$ cat config.mk
export PLATFORM = sky130hd
export DESIGN_NAME = display_source_arbiter
export DESIGN_NICKNAME = d
export VERILOG_FILES = /design/src/rtl/display_source_arbiter.sv
export SDC_FILE = /design/constraint.sdc
export NUM_CORES = 1
export LEC_CHECK = 0
export BUFFER_PORTS_ARGS = -buffer_cell sky130_fd_sc_hd__buf_2
export CAP_MARGIN = 0
export CELL_PAD_IN_SITES_DETAIL_PLACEMENT = 1
export CELL_PAD_IN_SITES_GLOBAL_PLACEMENT = 1
export CORE_MARGIN = 2
export CORE_UTILIZATION = 26
export CTS_CLUSTER_SIZE = 10
export DETAILED_ROUTE_END_ITERATION = 7
export PLACE_DENSITY_LB_ADDON = 0.12
export SETUP_SLACK_MARGIN = 0.1
export SLEW_MARGIN = 40
export SYNTH_ARGS = -nofsm -noshare
export SYNTH_HDL_FRONTEND = slang
export SYNTH_SLANG_ARGS = --single-unit
$ cat constraint.sdc
create_clock -name clk -period 1.6 [get_ports clk]
set_input_delay 0.16 -clock clk [delete_from_list [all_inputs] [get_ports clk]]
set_output_delay 0.16 -clock clk [all_outputs]
set_load 0.02 [all_outputs]
$ cat src/rtl/display_source_arbiter.sv
// ---------------------------------------------------------------------------
// display_source_arbiter
//
// Chooses one of NUM_SRC OLED / seven-segment source channels for the shared
// display pins. A source switch only takes effect on a rising edge of the
// OLED frame_begin strobe, so a frame never mixes two sources. Optionally
// BLANK_FRAMES whole blank frames are shown between the old and new source.
// Requests naming a channel that does not exist are rejected and flagged.
// Single clock domain (clk_6p25M).
//
// Ports:
//   clk          in   pixel clock
//   rst_n        in   asynchronous active-low reset
//   frame_begin  in   frame-start strobe (rising edge detected here)
//   sel_req      in   requested source index
//   sel_valid    in   request qualifier
//   sel_ready    out  high while a request can be accepted
//   oled_in      in   packed pixel data, source i at [i*PIX_W +: PIX_W]
//   an_in        in   packed anode data, source i at [i*4 +: 4]
//   seg_in       in   packed segment data, source i at [i*8 +: 8]
//   oled_data    out  registered pixel data to the OLED
//   an           out  registered anode drive (active-low)
//   seg          out  registered segment drive (active-low)
//   active_sel   out  source currently driving the outputs
//   switching    out  high from accepting a switch until it commits
//   err_bad_sel  out  one-cycle pulse after an out-of-range request
// ---------------------------------------------------------------------------
module display_source_arbiter #(
    parameter int               NUM_SRC      = 8,
    parameter int               SEL_W        = 4,
    parameter int               PIX_W        = 16,
    parameter int               BLANK_FRAMES = 2,
    parameter logic [PIX_W-1:0] BLANK_COLOR  = 16'h0000
) (
    input  logic                     clk,
    input  logic                     rst_n,
    input  logic                     frame_begin,
    input  logic [SEL_W-1:0]         sel_req,
    input  logic                     sel_valid,
    output logic                     sel_ready,
    input  logic [NUM_SRC*PIX_W-1:0] oled_in,
    input  logic [NUM_SRC*4-1:0]     an_in,
    input  logic [NUM_SRC*8-1:0]     seg_in,
    output logic [PIX_W-1:0]         oled_data,
    output logic [3:0]               an,
    output logic [7:0]               seg,
    output logic [SEL_W-1:0]         active_sel,
    output logic                     switching,
    output logic                     err_bad_sel
);

    typedef enum logic [1:0] {
        ST_IDLE       = 2'd0,
        ST_WAIT_FRAME = 2'd1,
        ST_BLANK      = 2'd2
    } state_e;

    // Compare in SEL_W+1 bits so NUM_SRC == 2**SEL_W is representable.
    localparam logic [SEL_W:0] NUM_SRC_L      = (SEL_W+1)'(NUM_SRC);
    localparam logic [3:0]     BLANK_CNT_INIT = 4'(BLANK_FRAMES);
    localparam bit             NO_BLANK       = (BLANK_FRAMES == 0);

    state_e             state_q, state_d;
    logic [SEL_W-1:0]   active_sel_q, active_sel_d;
    logic [SEL_W-1:0]   pending_q, pending_d;
    logic [3:0]         blank_cnt_q, blank_cnt_d;
    logic               err_q, err_d;
    logic               frame_begin_q;
    logic [PIX_W-1:0]   oled_q, oled_d;
    logic [3:0]         an_q, an_d;
    logic [7:0]         seg_q, seg_d;

    logic               frame_edge_s;
    logic               accept_s;
    logic               req_in_range_s;

    // A strobe held high for several cycles counts as a single frame edge.
    assign frame_edge_s   = frame_begin & ~frame_begin_q;
    assign sel_ready      = (state_q == ST_IDLE);
    assign switching      = (state_q != ST_IDLE);
    assign accept_s       = sel_valid & sel_ready;
    assign req_in_range_s = ({1'b0, sel_req} < NUM_SRC_L);

    // Frame-begin history register for edge detection.
    always_ff @(posedge clk or negedge rst_n) begin
        if (!rst_n) begin
            frame_begin_q <= 1'b0;
        end else begin
            frame_begin_q <= frame_begin;
        end
    end

    // Control state registers.
    always_ff @(posedge clk or negedge rst_n) begin
        if (!rst_n) begin
            state_q      <= ST_IDLE;
            active_sel_q <= {SEL_W{1'b0}};
            pending_q    <= {SEL_W{1'b0}};
            blank_cnt_q  <= 4'd0;
            err_q        <= 1'b0;
        end else begin
            state_q      <= state_d;
            active_sel_q <= active_sel_d;
            pending_q    <= pending_d;
            blank_cnt_q  <= blank_cnt_d;
            err_q        <= err_d;
        end
    end

    // Next-state logic: accept requests in IDLE, commit on frame edges.
    always_comb begin
        state_d      = state_q;
        active_sel_d = active_sel_q;
        pending_d    = pending_q;
        blank_cnt_d  = blank_cnt_q;
        err_d        = 1'b0;

        case (state_q)
            ST_IDLE: begin
                if (accept_s) begin
                    if (!req_in_range_s) begin
                        err_d = 1'b1;
                    end else if (sel_req == active_sel_q) begin
                        // Re-selecting the live source is a no-op.
                        state_d = ST_IDLE;
                    end else begin
                        pending_d = sel_req;
                        state_d   = ST_WAIT_FRAME;
                    end
                end else begin
                    state_d = ST_IDLE;
                end
            end

            ST_WAIT_FRAME: begin
                if (frame_edge_s) begin
                    if (NO_BLANK) begin
                        active_sel_d = pending_q;
                        state_d      = ST_IDLE;
                    end else begin
                        blank_cnt_d = BLANK_CNT_INIT;
                        state_d     = ST_BLANK;
                    end
                end else begin
                    state_d = ST_WAIT_FRAME;
                end
            end

            ST_BLANK: begin
                if (frame_edge_s) begin
                    // The count reaching zero on this edge ends the blank run.
                    if (blank_cnt_q <= 4'd1) begin
                        blank_cnt_d  = 4'd0;
                        active_sel_d = pending_q;
                        state_d      = ST_IDLE;
                    end else begin
                        blank_cnt_d = blank_cnt_q - 4'd1;
                    end
                end else begin
                    state_d = ST_BLANK;
                end
            end

            default: begin
                state_d     = ST_IDLE;
                blank_cnt_d = 4'd0;
            end
        endcase
    end

    // Output mux: blank while in BLANK, otherwise the live source.
    always_comb begin
        oled_d = BLANK_COLOR;
        an_d   = 4'hF;
        seg_d  = 8'hFF;
        if (state_q == ST_BLANK) begin
            oled_d = BLANK_COLOR;
            an_d   = 4'hF;
            seg_d  = 8'hFF;
        end else begin
            oled_d = oled_in[int'(active_sel_q)*PIX_W +: PIX_W];
            an_d   = an_in[int'(active_sel_q)*4 +: 4];
            seg_d  = seg_in[int'(active_sel_q)*8 +: 8];
        end
    end

    // Registered display pins.
    always_ff @(posedge clk or negedge rst_n) begin
        if (!rst_n) begin
            oled_q <= BLANK_COLOR;
            an_q   <= 4'hF;
            seg_q  <= 8'hFF;
        end else begin
            oled_q <= oled_d;
            an_q   <= an_d;
            seg_q  <= seg_d;
        end
    end

    assign oled_data   = oled_q;
    assign an          = an_q;
    assign seg         = seg_q;
    assign active_sel  = active_sel_q;
    assign err_bad_sel = err_q;

endmodule

## After elaboration in Yosys (flattened, before gate mapping)

Cells that the tools add are included.

| word-level totals | value |
|---|---|
| bits in registers | 44 |
| output and inout bits | 35 |
| input port bits | 232 |
| logic and storage cells | 50 |

| cells by class | value |
|---|---|
| magnitude comparators | 2 |
| bitwise logic cells | 5 |
| shift-type cells | 3 |
| equality and inequality tests | 7 |
| multiplexer cells | 17 |
| reduce and logical (&&, ||, !) cells | 6 |
| add/subtract/negate cells | 1 |

Operators with widths:

| kind | count |
|---|---|
| 128-bit by 9-bit variable part select with 16-bit output | 1 |
| 64-bit by 8-bit variable part select with 8-bit output | 1 |
| 32-bit by 7-bit variable part select with 4-bit output | 1 |
| 16-bit 2-to-1 mux | 1 |
| 4-bit 2-to-1 mux | 4 |
| 4-bit one-hot mux with 3 select lines | 1 |
| 2-bit 2-to-1 mux | 5 |
| 8-bit 2-to-1 mux | 1 |
| 2-bit one-hot mux with 3 select lines | 1 |
| 3-bit AND reduction | 2 |
| 4-bit equality test | 1 |
| 4-bit by 1-bit <= comparator with 1-bit output, second input constant | 1 |
| 4-bit less-than comparator, second input constant | 1 |
| 1-bit 2-to-1 mux | 4 |
| 2-bit != test, second input constant | 2 |
| 4-bit AND reduction | 1 |
| 4-bit by 1-bit subtractor with 4-bit output, second input constant | 1 |
| 3-bit by 2-bit != test with 1-bit output, second input constant | 1 |
| 3-bit != test, second input constant | 1 |
| 1-bit inverter | 3 |
| 1-bit bitwise AND | 2 |
| 2-bit by 1-bit equality test with 1-bit output, second input constant | 1 |
| 2-bit equality test, second input constant | 1 |
| 2-bit logical NOT | 1 |
| other kinds (2) | 2 |

## Logic depth before layout (Yosys ltp)

Gate-level depths: netlist of run 1.

| logic depth | value |
|---|---|
| word-level depth | 5 |
| depth in mapped cells | 6 |
| mapped depth without buffers | 6 |

## Worst setup path before layout of run 1

No wires, ideal clock.

| timing path | value |
|---|---|
| path type | reg-to-reg |
| start | reg state_q[0] |
| end | reg blank_cnt_q[2] |
| data required time | 1478 ps |
| slack | -99 ps |
| arrival time | 1577 ps |
| setup time | 122 ps |
| buffers on the path | 0 |
| period minus slack after synthesis | 1699 ps |
| cell stages (with the launch flop) | 7 |
| path through | dfrtp_1 > inv_1 > ha_1 > inv_1 > o21ai_1 > o21ai_0 > a32o_1 |

| between the ends | value |
|---|---|
| cells in the longest elaborated chain, start to end | 3 |
| elaborated cells between the ends (all ways) | 8 |
| classes of those cells | eq/ne (4); mux (1); bitwise (1); reduce/logical (2) |

Ends and longest elaborated chain:

| element | RTL line | text |
|---|---|---|
| start, declared | 63 | `state_e state_q, state_d;` |
| start signal, assigned | 102 | `state_q <= state_d;` |
| 2-bit logical NOT (*) | - |  |
| named net sel_ready | 40 | `output logic sel_ready,` |
| 1-bit inverter (no source line) | - |  |
| 3-bit AND reduction (no source line) | - |  |
| end signal, assigned | 105 | `blank_cnt_q <= blank_cnt_d;` |
| end, declared | 66 | `logic [3:0] blank_cnt_q, blank_cnt_d;` |

The timed path passes the listed nets; every way through them passes the cells marked *.
A chain may end at the register's enable or synchronous reset.

## Worst setup path after layout of run 1

| timing path | value |
|---|---|
| start | reg active_sel_q[0], in the netlist active_sel[0] |
| end | reg oled_q[12], in the netlist oled_data[12] |

| between the ends | value |
|---|---|
| cells in the longest elaborated chain, start to end | 2 |

Ends and longest elaborated chain:

| element | RTL line | text |
|---|---|---|
| start, declared | 64 | `logic [SEL_W-1:0] active_sel_q, active_sel_d;` |
| start signal, assigned | 97 | `active_sel_q <= {SEL_W{1'b0}};` |
| start signal, assigned | 103 | `active_sel_q <= active_sel_d;` |
| 128-bit by 9-bit variable part select with 16-bit output | 181 | `oled_d = oled_in[int'(active_sel_q)*PIX_W +: PIX_W];` |
| 16-bit 2-to-1 mux | 176 | `if (state_q == ST_BLANK) begin` |
| named net oled_d[12] | 69 | `logic [PIX_W-1:0] oled_q, oled_d;` |
| end signal, assigned | 194 | `oled_q <= oled_d;` |
| end, declared | 69 |  |

The timed path passes the listed nets, and every way through them passes these cells.

==> qor.csv, run 1 <==
stage,metric,value,unit
floorplan,I/O pin total,267,
power_and_ir_drop,Pwr Density,1610,nW/um^2
routing,drt total wl,13020,um
global_route,first-pass GRT wire length,21050,um
finish,NumNets Final,788,
worst_setup_path,Top Family by Delay on Critical Path,multiplexers,
clock_tree,CTS Buffer Depth,2,
timing,Tmin final,1.560,ns
yosys,#FFs+latches synth,44,
timing,"Hold Violations, Final",0,
worst_setup_path,CP endpoint kind,flip-flop,
power_and_ir_drop,Logic pwr share,0.662,
routing,via density per instance,4.840,
clock_tree,Worst-Skew Late Latency,0.29,ns
timing,setup TNS,0,ns
power_and_ir_drop,Seq pwr share,0.222,
floorplan,Rows,41,
yosys,Yosys top cell area share,0.2899,
timing,Slew @ Worst Pin,0.3874,ns
power_and_ir_drop,clock group share of total power,0.115,
yosys,Synth Warn #,0,
power_and_ir_drop,internal power,0.005286,W
yosys,XOR/XNOR share of the synthesized area,0.01025,
placement,DP HPWL,10750,um
worst_setup_path,Setup CP Type,flip-flop to flip-flop,
yosys,sequential-to-total area share from yosys stat,0.3265,
yosys,post-synthesis simple-gate area fraction,0.06625,
outcome,outcome,completed,
global_route,met2 Use GR,0.3517,
worst_setup_path,worst path cell trace,"buf_4, buf_8, mux4_2, mux2i_1, nor2_1",
routing,Final ANT Viol Nets,0,
worst_setup_path,crit path buf inv count,2,
timing,max-slew violations,0,
worst_hold_path,Min-Delay Path Class,input port to flip-flop,
placement,Place WS,-0.05396,ns
yosys,synth top area cells,"mux4_2, dfrtp_1, mux2_2, dfstp_2, mux2i_1",
global_route,grt ovf,0,
worst_setup_path,critical path arrival,1.73,ns
global_route,vias in the first global route,3991,
floorplan,DIE AREA,14080,um^2
yosys,"Top FF cell, synth",dfrtp_1,
yosys,asr flop ratio synth,1.000,
power_and_ir_drop,Sw Share,0.4016,
routing,Post-route DRC,0,
floorplan,Core Box Area,12720,um^2
global_route,maximum number of pins on one net before global-route repair,33,
global_route,met1 usage,0.2029,
worst_setup_path,Worst EP required,1.77,ns
yosys,Post-synth EDFFs,0,
routing,drt first pass iters,4,
timing,Tcrit/Tclk final,0.9751,
placement,IO buf count,266,
routing,Iter 0 DRT Violations,80,
worst_setup_path,delay of the slowest critical-path stage,0.52,ns
flow_run,Max Cap Violations,0,
power_and_ir_drop,Max IR drop VDD,0.5450,mV
finish,layout cells sized above 1,0.7695,
worst_setup_path,"critical path fanouts, max",5,
yosys,compound-cell area share of the yosys netlist,0.07357,
yosys,Syn Std Cell Area,3418,um^2
worst_setup_path,slowest CP cell,dfrtp_4,
floorplan,die extent in x,118.7,um
global_route,grt met3 use,0.05985,
yosys,Synth Area in Adders,0.02196,
global_route,initial antenna violation count,2,
floorplan,Die Ht,118.7,um
routing,routed via count,3504,
yosys,post-synthesis mux area share,0.4484,
clock_tree,Clock transition at path regs,0.06,ns
power_and_ir_drop,Leak,2.574,nW
timing,clk_skew,0.01178,ns
timing,final setup fails,0,
global_route,gr busiest metal,met2,
floorplan,Initial Util,0.2687,
routing,per-cell routed wire length,17.98,um
global_route,global-route usage over all layers,0.1897,
timing,post-route worst setup slack,0.03989,ns
yosys,Mapped Avg Cell Area,12.75,um^2
clock_tree,Clock Sinks,44,
clock_tree,CTS Root Cell,clkbuf_16,
timing,hold_ws,0.1870,ns
clock_tree,CTS tree,done,
power_and_ir_drop,sw power,0.003548,W
clock_tree,H-tree depth,2,
timing,max frequency,641.0,MHz
timing,RSZ-0062 raised after global routing,yes,
yosys,cell taking the most area after synthesis,mux4_2,
yosys,largest family of logic cells by synthesized area,multiplexers,
finish,area grow syn2layout,60.47,%
clock_tree,CTS buffer count,5,
worst_setup_path,CP startpoint kind,flip-flop,
yosys,syn nets,506,
placement,GP Congestion,0.7528,
yosys,Post-Syn Instances,268,
yosys,distinct cell type count after synthesis,32,
timing,relative slew slack,0.7418,
## registers in the layout, indices dropped and copies added (netlist names)
signal	flops
err_bad_sel	1
blank_cnt_q	4
seg	8
active_sel	4
an	4
frame_begin_q	1
oled_data	16
pending_q	4
state_q	2
## synthesized netlist by cell type, drive strengths merged, types with 2 or more instances
master and instances:
a32o 2, mux2 33, o31ai 14, a21oi 3
clkbuf 8, mux4 44, xnor2 4, inv 8
ha 6, nand2b 4, mux2i 17, or2 2
dfstp 12, nor2 33, o22ai 12, buf 15
o21ai 4, dfrtp 32, nand2 7
## worst paths after layout
kind / slack [ns] / cells past startpoint / to / startpoint
setup reg to reg: 0.04 / 5 / oled_data[12] / active_sel[0]
hold reg to reg: 0.51 / 1 / active_sel[1] / pending_q[1]
setup / recovery: 0.04 / 5 / oled_data[12] / active_sel[0]
min in group asynchronous: 0.34 / 2 / state_q[0] / rst_n
hold / removal: 0.19 / 2 / pending_q[1] / sel_req[1]
max in group asynchronous: 0.71 / 3 / active_sel[0] / rst_n
## through the flow
step	instances	util	cell area, um^2	power (W)
3_5_place_dp	701	0.3972	5054	0.007426
6_report	724	0.4312	5485	0.008834
2_1_floorplan	268	-	3468	0.005882
4_1_cts	717	0.4226	5376	0.008797
3_3_place_gp	701	0.3972	5054	0.007332
5_1_grt	724	0.4312	5485	0.009537
## per-layer routing
| metal | part of all wire | up-vias |
|---|---|---|
| met5 | 0.0012 | - |
| met4 | 0.022 | 2 |
| met3 | 0.086 | 22 |
| met2 | 0.54 | 173 |
| met1 | 0.35 | 1702 |
| li1 | - | 1605 |
## repair_timing
item,in CTS,in global routing
resized for setup,28,17
hold buffers,2,0
gates cloned,0,0
setup buffers,6,6
setup endpoints to repair,35,41
endpoints found under the hold margin,13,0
pin swaps,8,9
## cells in the final DEF (no fill, tap or decap), types with 4 or more instances in the layout
cell type  synthesis  final
mux2_2            33     27
buf_2              8    266
nand2b_1           4      4
o31ai_1           14     14
buf_12             2      6
inv_1              8      4
mux4_2            44     44
nand2_1            7      5
o22ai_1           12     12
clkbuf_16          0      5
nor2_1            33     29
inv_2              0      4
mux2_4             0      6
mux2i_1           17     17
dfstp_2           12     12
buf_4              2     22
dfrtp_1           32     28
## power by group through the flow
stage / clock [W] / sequential, W / combinational [W]
floorplan: 0 / 0.00246 / 0.00342
global placement: 0 / 0.00197 / 0.00536
detailed placement: 0 / 0.00198 / 0.00545
CTS: 0.00107 / 0.00196 / 0.00576
global route: 0.00113 / 0.00203 / 0.00637
finish: 0.00102 / 0.00197 / 0.00585
## layout make-up
class	instances	area (um^2)
Antenna cell	1	2.502
Sequential cell	44	1124
Clock buffer	6	128.9
Multi-Input combinational cell	193	2310
Timing Repair Buffer	298	1663
Inverter	8	30.03
Tap cell	172	215.2
Fill cell	1502	7237
Clock inverter	2	12.51
## cells by family after synthesis
| group | after synthesis |
|---|---|
| XOR/XNOR | 4 |
| AND/OR/NAND/NOR | 52 |
| flip-flops | 44 |
| adder cells (fa/ha/maj) | 6 |
| multiplexers | 94 |
| buffers and inverters | 31 |
| AO/OA/AOI/OAI | 37 |
Note: power is estimated with default switching activity, not from simulation.
==> run 2, diff against run 1 <==
Settings changed: CORE_UTILIZATION 26 to 27, CTS_BUF_LIST from default to sky130_fd_sc_hd__clkbuf_2.
==> run 2 against run 1 <==
The flow now finishes with violations (setup timing); cell area is 7.8% higher; non-clock buffer count is 23 higher; via count is 3.2% higher; global-route usage is 1.4 points higher; utilization is 4.3 points higher; critical path type unchanged; largest cell class unchanged; highest routed layer is now met4.
==> qor.csv, run 2 (synthesis gave the netlist of run 1 again) <==
stage,metric,value,unit
finish,area grow syn2layout,72.99,%
floorplan,Initial Util,0.2742,
power_and_ir_drop,Max IR drop VDD,0.5305,mV
finish,fin cells,746,
routing,via density per instance,4.846,
worst_setup_path,critical path arrival,1.91,ns
timing,relative slew slack,0.7421,
timing,setup TNS,-0.02028,ns
placement,IO buf count,266,
routing,drt total wl,14820,um
placement,post-placement cell count,705,
worst_hold_path,Min-Delay Path Class,input port to flip-flop,
timing,Tcrit/Tclk final,1.006,
finish,antenna cells,0,
routing,Final ANT Viol Nets,0,
timing,final setup fails,3,
timing,max frequency,621.0,MHz
finish,max reg flops,16,
routing,Post-route DRC,0,
floorplan,I/O pin total,267,
global_route,initial antenna violation count,0,
timing,max-slew violations,0,
timing,hold_ws,0.08535,ns
routing,Iter 0 DRT Violations,60,
worst_setup_path,CP startpoint kind,flip-flop,
global_route,global-route usage over all layers,0.2034,
timing,Slew @ Worst Pin,0.3869,ns
clock_tree,CTS buffer count,5,
placement,GP Congestion,0.7947,
placement,DP HPWL,10710,um
power_and_ir_drop,Leak,2.790,nW
outcome,failing checks,setup timing,
finish,most frequent cells in the layout,"buf_2, mux4_2, dfrtp_1",
clock_tree,Worst-Skew Late Latency,0.40,ns
timing,"Hold Violations, Final",0,
timing,post-route worst setup slack,-0.01035,ns
clock_tree,CTS Root Cell,clkbuf_2,
worst_setup_path,Worst EP required,1.90,ns
global_route,vias in the first global route,3917,
floorplan,DIE AREA,13580,um^2
routing,per-cell routed wire length,19.86,um
floorplan,die extent in x,116.5,um
clock_tree,Clock Sinks,44,
finish,layout cells sized above 1,0.7979,
floorplan,Die Ht,116.5,um
clock_tree,CTS tree,done,
timing,Tmin final,1.610,ns
clock_tree,H-tree depth,2,
worst_setup_path,"critical path fanouts, max",6,
outcome,outcome,finished with violations,
global_route,first-pass GRT wire length,20760,um
global_route,maximum number of pins on one net before global-route repair,36,
clock_tree,CTS Buffer Depth,2,
power_and_ir_drop,Pwr Density,1680,nW/um^2
routing,drt first pass iters,4,
timing,clk_skew,0.01511,ns
worst_setup_path,CP endpoint kind,flip-flop,
global_route,grt ovf,0,
floorplan,Rows,41,
flow_run,Max Cap Violations,0,
clock_tree,Clock transition at path regs,0.24,ns
timing,RSZ-0062 raised after global routing,yes,
worst_setup_path,Setup CP Type,flip-flop to flip-flop,
floorplan,Core Box Area,12470,um^2
finish,NumNets Final,811,
routing,routed via count,3615,
finish,"commonest non-fill, non-tap cell in the layout",buf_2,
run 2: routing by layer:
metal	GRT usage	vias up	wire, um
li1	-	1656	-
met1	0.2195	1779	5306
met2	0.4074	169	8335
met3	0.04255	11	1000
met4	0.03651	0	174
met5	0	-	0
run 2: worst max-delay path: stages, from the launching register on:
cell and delay (ns):
dfrtp_4 0.50, buf_8 0.15, buf_12 0.13, mux4_2 0.51, mux2i_1 0.15, nor2_1 0.06
run 2: area by class of cell:
class / count / area (um^2)
clock inverters: 2 / 35.03
clock buffers: 6 / 30.03
multi-input cells: 193 / 2376
well taps: 172 / 215.2
inverters: 8 / 35.03
flip-flops and latches: 44 / 1124
fillers: 1423 / 6553
repair buffers: 321 / 2098
run 2: metrics by stage:
| stage | utilization | setup slack, ns | power (W) | area, um^2 |
|---|---|---|---|---|
| 6_report | 0.4744 | -0.01035 | 0.009936 | 5913 |
| 3_5_place_dp | 0.4068 | -0.03925 | 0.007543 | 5071 |
| 5_1_grt | 0.4744 | -0.08208 | 0.01064 | 5913 |
| 2_1_floorplan | - | 0.04360 | 0.005882 | 3468 |
| 4_1_cts | 0.4439 | -0.04178 | 0.009139 | 5534 |
| 3_3_place_gp | 0.4068 | -0.03292 | 0.007407 | 5071 |
run 2: what timing repair did:
| item | CTS | global route |
|---|---|---|
| setup buffers | 13 | 8 |
| gates resized for setup | 37 | 57 |
| pin swaps | 14 | 20 |
| hold buffers | 4 | 0 |
| setup endpoints to repair | 45 | 47 |
| gates cloned | 3 | 6 |
| hold endpoints to repair | 35 | 0 |
run 2: power by group:
| group | internal, W | total, W | leakage, nW | switching, W |
|---|---|---|---|---|
| registers | 0.00172 | 0.00196 | 0.518 | 0.000240 |
| clock network | 0.000269 | 0.000655 | 0.0430 | 0.000386 |
| logic | 0.00395 | 0.00732 | 2.23 | 0.00336 |
| total | 0.00595 | 0.00994 | 2.79 | 0.00399 |
run 2: path summary, 6_finish.rpt:
path / startpoint / to / slack [ns] / cells past startpoint
max: active_sel[0] / oled_data[2] / -0.01 / 5
min: sel_req[0] / pending_q[0] / 0.09 / 2
max reg2reg: active_sel[0] / oled_data[2] / -0.01 / 5
min reg2reg: pending_q[3] / pending_q[3] / 0.53 / 1
max in group asynchronous: rst_n / an[1] / 0.85 / 3
min in group asynchronous: rst_n / pending_q[1] / 0.17 / 2
==> run 3, diff against run 2 <==
Settings changed: CORE_ASPECT_RATIO from default to 0.8.
==> run 3 against run 2 <==
The flow still finishes with violations (setup timing); wire length shrank 3.7%; die area about the same; setup slack got worse by 0.025 ns; flip-flop and latch count unchanged; sequential power about the same; sequential share of layout area rose by 0.069 points; first-iteration DRC count grew 67%; global-route usage decreased by 0.33 points; maximum frequency fell by 1.5%; largest cell class unchanged.
==> qor.csv, run 3 (synthesis gave the netlist of run 1 again) <==
stage,metric,value,unit
clock_tree,CTS Root Cell,clkbuf_2,
finish,max reg flops,16,
routing,Post-route DRC,0,
global_route,grt met3 use,0.04659,
timing,max-slew violations,0,
timing,Tmin final,1.635,ns
outcome,outcome,finished with violations,
worst_setup_path,CP startpoint kind,flip-flop,
floorplan,Initial Util,0.2790,
timing,post-route worst setup slack,-0.03492,ns
floorplan,I/O pin total,267,
clock_tree,CTS buffer count,5,
worst_setup_path,delay of the slowest critical-path stage,0.57,ns
routing,drt first pass iters,4,
floorplan,Die Ht,104.6,um
routing,Final ANT Viol Nets,0,
worst_setup_path,Setup CP Type,flip-flop to flip-flop,
clock_tree,CTS Buffer Depth,2,
routing,per-cell routed wire length,19.22,um
worst_setup_path,most frequent CP cell,buf_6,
finish,Filler cells,1381,
worst_setup_path,Worst Reg-to-Reg Cells,6,
power_and_ir_drop,Max IR drop VDD,0.5018,mV
finish,NumNets Final,806,
floorplan,Rows,36,
global_route,met1 usage,0.2144,
worst_setup_path,Worst EP required,1.97,ns
routing,via density per instance,4.819,
global_route,met2 Use GR,0.3867,
placement,GP Congestion,0.8065,
global_route,maximum number of pins on one net before global-route repair,26,
worst_setup_path,slowest CP cell,dfrtp_4,
worst_setup_path,"critical path fanouts, max",8,
placement,post-placement cell count,702,
routing,routed via count,3576,
power_and_ir_drop,Leak,2.752,nW
timing,max frequency,611.6,MHz
global_route,grt ovf,0,
timing,"Hold Violations, Final",0,
timing,relative slew slack,0.7431,
global_route,global-route usage over all layers,0.2001,
clock_tree,H-tree depth,2,
clock_tree,Worst-Skew Late Latency,0.43,ns
timing,final setup fails,10,
finish,fin cells,742,
timing,RSZ-0062 raised after global routing,yes,
global_route,gr busiest metal,met2,
global_route,first-pass GRT wire length,20710,um
finish,"commonest non-fill, non-tap cell in the layout",buf_2,
clock_tree,Clock transition at path regs,0.27,ns
global_route,initial antenna violation count,3,
floorplan,Core Box Area,12250,um^2
worst_setup_path,critical path arrival,2.01,ns
worst_hold_path,Min-Delay Path Class,input port to async pin,
power_and_ir_drop,Pwr Density,1678,nW/um^2
worst_setup_path,CP endpoint kind,flip-flop,
floorplan,die extent in x,129.8,um
timing,Tcrit/Tclk final,1.022,
timing,Slew @ Worst Pin,0.3853,ns
outcome,failing checks,setup timing,
floorplan,DIE AREA,13580,um^2
worst_setup_path,R2R setup slack,-0.03,ns
placement,IO buf count,266,
finish,layout cells sized above 1,0.8032,
routing,Iter 0 DRT Violations,100,
worst_setup_path,worst path cell trace,"buf_6, buf_16, buf_6, mux4_2, nor2_2, o31ai_1",
clock_tree,CTS tree,done,
clock_tree,Clock Sinks,44,
flow_run,Max Cap Violations,0,
finish,most frequent cells in the layout,"buf_2, mux4_2, dfrtp_1",
global_route,vias in the first global route,3975,
finish,Layout Utilization,0.4809,
routing,drt total wl,14260,um
timing,clk_skew,0.02961,ns
placement,DP HPWL,10870,um
finish,area grow syn2layout,72.36,%
## run 3: cell count changes in the layout (fill, tap and decap cells not counted), moves of 2 or more
cell / previous run / this run
nor2_4: 1 / 3
mux2_4: 9 / 7
diode_2: 0 / 2
buf_6: 17 / 10
mux2_2: 24 / 26
buf_16: 2 / 4
o22ai_2: 1 / 5
buf_4: 21 / 23
nor2_1: 25 / 22
clkbuf_16: 5 / 2
o22ai_1: 11 / 7
## run 3: path summary, 6_finish.rpt
kind	start	endpoint
max reg2reg	active_sel[0]	seg[4]
max in group asynchronous	rst_n	an[0]
min	rst_n	oled_data[11]
min in group clk	sel_valid	err_bad_sel
min reg2reg	pending_q[3]	pending_q[3]
max	active_sel[0]	seg[4]
## run 3: power breakdown
part | internal, W | total [W] | switching [W] | leakage, nW
Sequential | 0.00172 | 0.00195 | 0.000231 | 0.519
Clock | 0.000427 | 0.000822 | 0.000394 | 0.0532
Combinational | 0.00380 | 0.00711 | 0.00331 | 2.18
Total | 0.00595 | 0.00989 | 0.00393 | 2.75
## run 3: per-layer routing
metal | vias up | wire [um]
met2 | 163 | 7751
met1 | 1748 | 5238
met4 | 2 | 212
li1 | 1646 | -
met3 | 17 | 1047
met5 | - | 13
## run 3: what timing repair did
item                       in CTS  in global routing
resized for setup              67                 36
setup endpoints to repair      45                 46
gates cloned                    4                  2
setup buffers                   9                 12
hold endpoints to repair       41                  1
hold buffers                    4                  1
pin swaps                      21                 18
## run 3: layout make-up
class | instances | area, um^2 | area share
Sequential cell | 44 | 1124 | 0.1907
Clock inverter | 2 | 60.06 | 0.01019
Inverter | 8 | 35.03 | 0.005946
Clock buffer | 6 | 30.03 | 0.005097
Antenna cell | 2 | 5.005 | 0.0008494
Multi-Input combinational cell | 193 | 2412 | 0.4094
Timing Repair Buffer | 316 | 2012 | 0.3415
Tap cell | 171 | 214.0 | 0.03631
## run 3: stage by stage
stage | setup slack, ns | setup TNS, ns | area, um^2 | power [W] | hold slack, ns
2_1_floorplan | 0.04360 | 0 | 3468 | 0.005882 | -0.1356
6_report | -0.03492 | -0.1863 | 5892 | 0.009888 | 0.08056
3_5_place_dp | -0.06003 | -0.2111 | 5042 | 0.007381 | 0.03545
4_1_cts | -0.02071 | -0.1478 | 5608 | 0.009340 | 0.01692
3_3_place_gp | -0.06043 | -0.06043 | 5042 | 0.007268 | 0.03437
5_1_grt | -0.1392 | -1.743 | 5889 | 0.01055 | 0.03941
## run 3: critical path: cells and delay by family, from the launching register on
family	cells	cell delay (ns)
flip-flops	1	0.57
AND/OR/NAND/NOR	1	0.12
buffers and inverters	3	0.39
AO/OA/AOI/OAI	1	0.07
multiplexers	1	0.42
